## src/rtl/lc3b_types.sv

```systemverilog
// Shared types for the LC-3b memory stage: state encoding and default-width word/mask types.
package lc3b_types;

  localparam int unsigned WORD_W = 16;
  localparam int unsigned MASK_W = WORD_W / 8;

  typedef logic [WORD_W-1:0] lc3b_word;
  typedef logic [MASK_W-1:0] lc3b_mem_wmask;

  typedef enum logic [1:0] {
    IDLE = 2'd0,
    PTR  = 2'd1,
    DATA = 2'd2,
    DONE = 2'd3
  } mem_state_e;

endpackage

```

## src/rtl/byte_lane_unit.sv

```systemverilog
// Byte-lane helper: word-aligns the address, builds the byte enable,
// replicates store bytes across lanes and extracts/zero-extends load bytes.
module byte_lane_unit #(
  parameter int unsigned WIDTH = 16
) (
  input  logic               byte_op,
  input  logic [WIDTH-1:0]   addr,
  input  logic [WIDTH-1:0]   wdata,
  input  logic [WIDTH-1:0]   rdata,
  output logic [WIDTH-1:0]   word_addr,
  output logic [WIDTH/8-1:0] byte_enable,
  output logic [WIDTH-1:0]   wdata_lane,
  output logic [WIDTH-1:0]   rdata_lane
);

  localparam int unsigned LANES = WIDTH / 8;
  localparam int unsigned LSEL  = $clog2(LANES);

  logic [LSEL-1:0] lane;
  logic [7:0]      sel_byte;

  assign lane = addr[LSEL-1:0];

  // Lane select, replicate and extract for the current effective address.
  always_comb begin
    word_addr            = addr;
    word_addr[LSEL-1:0]  = '0;
    sel_byte             = '0;
    for (int i = 0; i < int'(LANES); i++) begin
      if (lane == LSEL'(i)) sel_byte = rdata[i*8 +: 8];
    end
    byte_enable = byte_op ? (LANES'(1) << lane) : '1;
    wdata_lane  = byte_op ? {LANES{wdata[7:0]}} : wdata;
    rdata_lane  = byte_op ? WIDTH'(sel_byte) : rdata;
  end

endmodule

```

## src/rtl/mem_stage_ctrl.sv

```systemverilog
// MEM-stage data memory controller: direct and indirect (pointer-first)
// loads/stores, word or byte sized, with registered memory strobes.
module mem_stage_ctrl
  import lc3b_types::*;
#(
  parameter int unsigned WIDTH = 16,
  parameter int unsigned LANES = WIDTH / 8
) (
  input  logic             clk,
  input  logic             reset_n,
  input  logic             req_valid,
  input  logic             req_read,
  input  logic             req_write,
  input  logic             req_indirect,
  input  logic             req_byte,
  input  logic [WIDTH-1:0] req_addr,
  input  logic [WIDTH-1:0] req_wdata,
  input  logic             advance,
  input  logic             mem_resp,
  input  logic [WIDTH-1:0] mem_rdata,
  output logic             mem_read,
  output logic             mem_write,
  output logic [WIDTH-1:0] mem_address,
  output logic [WIDTH-1:0] mem_wdata,
  output logic [LANES-1:0] mem_byte_enable,
  output logic [WIDTH-1:0] rdata_out,
  output logic             done
);

  mem_state_e       state;
  logic             rst_seen;
  logic             cap_read;
  logic             cap_write;
  logic             cap_ind;
  logic             cap_byte;
  logic [WIDTH-1:0] cap_addr;
  logic [WIDTH-1:0] cap_wdata;
  logic [WIDTH-1:0] ptr;

  logic             req_present;
  logic             ln_byte;
  logic [WIDTH-1:0] ln_addr;
  logic [WIDTH-1:0] ln_wdata;
  logic [WIDTH-1:0] ln_word_addr;
  logic [LANES-1:0] ln_be;
  logic [WIDTH-1:0] ln_wdata_out;
  logic [WIDTH-1:0] ln_rdata_out;

  assign req_present = req_valid & (req_read | req_write);

  // Stage may advance when finished, or when idle with nothing to do.
  assign done = (state == DONE) | ((state == IDLE) & ~req_present);

  // Effective address feeding the lane unit: the incoming request while idle,
  // the freshly returned pointer while leaving PTR, otherwise the captured access.
  always_comb begin
    ln_byte  = cap_byte;
    ln_wdata = cap_wdata;
    ln_addr  = cap_ind ? ptr : cap_addr;
    case (state)
      IDLE: begin
        ln_byte  = req_byte;
        ln_wdata = req_wdata;
        ln_addr  = req_addr;
      end
      PTR:     ln_addr = mem_rdata;
      default: ;
    endcase
  end

  byte_lane_unit #(.WIDTH(WIDTH)) u_lanes (
    .byte_op     (ln_byte),
    .addr        (ln_addr),
    .wdata       (ln_wdata),
    .rdata       (mem_rdata),
    .word_addr   (ln_word_addr),
    .byte_enable (ln_be),
    .wdata_lane  (ln_wdata_out),
    .rdata_lane  (ln_rdata_out)
  );

  // Access sequencer with registered memory strobes and load result.
  always_ff @(posedge clk or negedge reset_n) begin
    if (!reset_n) begin
      state           <= IDLE;
      rst_seen        <= 1'b0;
      cap_read        <= 1'b0;
      cap_write       <= 1'b0;
      cap_ind         <= 1'b0;
      cap_byte        <= 1'b0;
      cap_addr        <= '0;
      cap_wdata       <= '0;
      ptr             <= '0;
      mem_read        <= 1'b0;
      mem_write       <= 1'b0;
      mem_address     <= '0;
      mem_wdata       <= '0;
      mem_byte_enable <= '0;
      rdata_out       <= '0;
    end else begin
      rst_seen <= 1'b1;
      case (state)
        IDLE: begin
          if (req_present && rst_seen) begin
            cap_read    <= req_read;
            cap_write   <= req_write;
            cap_ind     <= req_indirect;
            cap_byte    <= req_byte;
            cap_addr    <= req_addr;
            cap_wdata   <= req_wdata;
            mem_address <= ln_word_addr;
            if (req_indirect) begin
              // Pointer fetch is always a full-word read.
              state           <= PTR;
              mem_read        <= 1'b1;
              mem_write       <= 1'b0;
              mem_byte_enable <= '1;
              mem_wdata       <= '0;
            end else begin
              state           <= DATA;
              mem_read        <= req_read;
              mem_write       <= req_write;
              mem_byte_enable <= ln_be;
              mem_wdata       <= req_write ? ln_wdata_out : '0;
            end
          end
        end
        PTR: begin
          if (mem_resp) begin
            state           <= DATA;
            ptr             <= mem_rdata;
            mem_read        <= cap_read;
            mem_write       <= cap_write;
            mem_address     <= ln_word_addr;
            mem_byte_enable <= ln_be;
            mem_wdata       <= cap_write ? ln_wdata_out : '0;
          end
        end
        DATA: begin
          if (mem_resp) begin
            state           <= DONE;
            mem_read        <= 1'b0;
            mem_write       <= 1'b0;
            mem_address     <= '0;
            mem_wdata       <= '0;
            mem_byte_enable <= '0;
            if (cap_read) rdata_out <= ln_rdata_out;
          end
        end
        DONE: begin
          if (advance) state <= IDLE;
        end
        default: state <= IDLE;
      endcase
    end
  end

endmodule

```

## config.mk

```make
export PLATFORM = sky130hd
export DESIGN_NAME = mem_stage_ctrl
export DESIGN_NICKNAME = d
export VERILOG_FILES = /design/src/rtl/lc3b_types.sv /design/src/rtl/byte_lane_unit.sv /design/src/rtl/mem_stage_ctrl.sv
export SDC_FILE = /design/constraint.sdc
export NUM_CORES = 1
export LEC_CHECK = 0
export ABC_CLOCK_PERIOD_IN_PS = 4570
export CAP_MARGIN = 40
export CORE_MARGIN = 5
export CORE_UTILIZATION = 55
export DETAILED_ROUTE_END_ITERATION = 16
export PLACE_DENSITY = 0.86
export SLEW_MARGIN = 20
export SYNTH_ARGS = -nofsm -noshare
export SYNTH_HDL_FRONTEND = slang
export SYNTH_SLANG_ARGS = --single-unit
```

## constraint.sdc

```tcl
create_clock -name clk -period 4.57 [get_ports clk]
set_input_delay 0.914 -clock clk [delete_from_list [all_inputs] [get_ports clk]]
set_output_delay 0.914 -clock clk [all_outputs]
set_load 0.01 [all_outputs]
```

==> results.cfg <==
[sta]
fmax_mhz = 313
finClkSkew_ps = 9.01
max-slew-margin-rel_pct = 43.3
rsz0062_at_grt = false
worstMarginPinSlew_ps = 848
period_minus_slack_ps = 3190
finalCritPeriodShare_pct = 69.9
maxSlewViolCount = 0
setup_viol = 0
hold_violations = 0
setup_tns_ps = 0

[pwr]
leakage_nw = 2.74
p_per_area_nw_per_um2 = 700
peakVddDrop_mv = 0.313

[cells_and_area]
finalNetCount = 583
fillers = 639
diodes = 0
area_delta_synth_final_pct = 28.0
final_area_sq_um = 6340
drive_above_1_share_pct = 8.95
seq_area_sq_um = 2650
final_cells = 633
multi_input_area_sq_um = 2160

[clocking]
cts_buffers = 9
post-cts-setup-buffer-count = 0
cts_resized = 0
clk_pin_slew_ps = 100
cts_tree = built
htreeDepth = 3
clock_path_buffers = 2
cts_sinks = 106
worstSkewPairLatency_ps = 370
clock-root-buffer = clkbuf_8
cts-hold-fix-buffers = 0

[route]
firstDrtPassIters = 7
drc_errors = 0
post_drt_via_cell_ratio = 6.01
first_iter_violations = 195
drt_wl_total_microns = 12800
postRouteAntennaNets = 0
via_count = 3807
wl_per_cell_microns = 20.1

[yosys]
async_flop_share_pct = 100
synth_top_area_cell = dfrtp_1
synth_edf_count = 0
yosys.cell_types.count = 40
ys_ff_latch = 106
synth_most_common_cell = dfrtp_1
synth_area_per_cell_sq_um = 11.8
syn-cell-area_sq_um = 4960
synth_area_leaders = dfrtp_1 (54%), mux2_1 (8.4%), mux2i_1 (6.5%), nand2_1 (3.5%), mux2_2 (3.4%)
synth_commonest_cells = dfrtp_1 (106), nand2_1 (46), mux2_1 (37)
synth_top_cell_area_share_pct = 53.5
syn_inst = 421
synth.yosys.seq_area_share_pct = 53.5
yosys_warnings = 0
synth.net_count = 484
synth_ff_type = dfrtp_1

[worst_setup_path]
cp-start-kind = input port
rr_worst_depth = 5
crit_type = input port to output pin
worstPathMaxFanout = 5
worst_ep_required_time_ps = 3660
reg2reg_setup_slack_ps = 1620
worst_setup_path_end_kind = output pin
r2r-start = state[0]
reg2reg_to = rdata_out[8]
crit_arrival_ps = 2280

[placement]
place_area_sq_um = 6130
placed_cells = 616
io_buffers = 108
gp_congestion = 0.868
dp_hpwl_microns = 9250

[die]
dieArea_sq_um = 11000
num_io_pins = 110
core_sq_um = 8760
die_x_microns = 105
initial_core_util_pct = 56.6
die_h_microns = 105
rows = 34

[global_routing]
grt.total_usage_pct = 23.0
grt_overflow = 0
grt_max_degree = 61
grt_pass1_wl_microns = 20800
grt_pass1_vias = 4068
antenna_found_initial = 0

[hold_path]
min_path_type = input port to asynchronous set/reset pin

[run_status]
status = completed

[flow_run]
cap_violations = 0
[layout by cell type, fill, tap and decap left out, drive strengths merged, types with 9 or more instances in the layout]
cell type and n:
clkdlybuf4s50 107, dfrtp 106, mux2 52, o21ai 48
nand2 46, mux2i 32, a22oi 16, a22o 16
clkbuf 10, a211oi 9, a21oi 9
[stage by stage]
stage	hold slack (ps)	worst slack (ps)	utilization (%)	power, mW
after floorplan	456	2090	-	3.01
after global placement	466	1390	69.3	3.75
after detailed placement	473	1380	69.9	3.89
after CTS	412	1380	72.1	4.44
after global routing	420	1330	72.4	4.73
final	420	1380	72.4	4.44
[flip-flops by register name (all words and copies together) (netlist names)]
register and flops:
cap_byte 1, state 2, rdata_out 16, cap_read 1, cap_wdata 16, mem_address 15
rst_seen 1, mem_read 1, cap_addr 16, cap_ind 1, ptr 16, cap_write 1
mem_write 1, mem_byte_enable 2, mem_wdata 16
[layer usage]
| metal | GRT usage, % | vias up | routed length [microns] |
|---|---|---|---|
| met5 | 0 | - | 0 |
| met4 | 6.39 | 0 | 159 |
| met3 | 5.18 | 16 | 807 |
| met2 | 38.5 | 127 | 6490 |
| met1 | 30.4 | 1944 | 5290 |
| li1 | - | 1720 | - |
[power by group]
part	total, mW	internal, mW	switching [mW]
logic	2.20	1.09	1.11
clock network	0.557	0.220	0.337
registers	1.69	1.39	0.295
[cell families after synthesis]
group           count (synthesis)  synth area share [%]
compound gates                117                  16.4
flops                         106                  53.5
mux                            84                  18.3
other cells                     2                 0.151
buf+inv                        32                  3.18
fa+ha+maj                       6                  1.51
simple gates                   74                  6.94
[final cells by class]
cell class	instances	share of cell area [%]
Clock buffer	10	2.17
Clock inverter	6	0.789
Inverter	5	0.296
Multi-Input combinational cell	283	34.0
Sequential cell	106	41.8
Tap cell	108	2.13
Timing Repair Buffer	115	18.8
[how the worst max path moves through the flow]
| stage | cells after the start | slack (ps) | endpoint | start |
|---|---|---|---|---|
| after floorplan | 6 | 2090 | done | state[0] |
| final | 4 | 1380 | done | req_write |
| after global placement | 4 | 1390 | done | req_write |
| after detailed placement | 4 | 1380 | done | req_write |
| after CTS | 4 | 1380 | done | req_write |
| after global routing | 4 | 1330 | done | req_read |
[critical path: stages]
cell and delay, ps:
clkdlybuf4s50_1 500, o21ai_0 200, a21o_1 130, clkdlybuf4s50_1 530
Note: power is estimated with default switching activity, not from simulation.
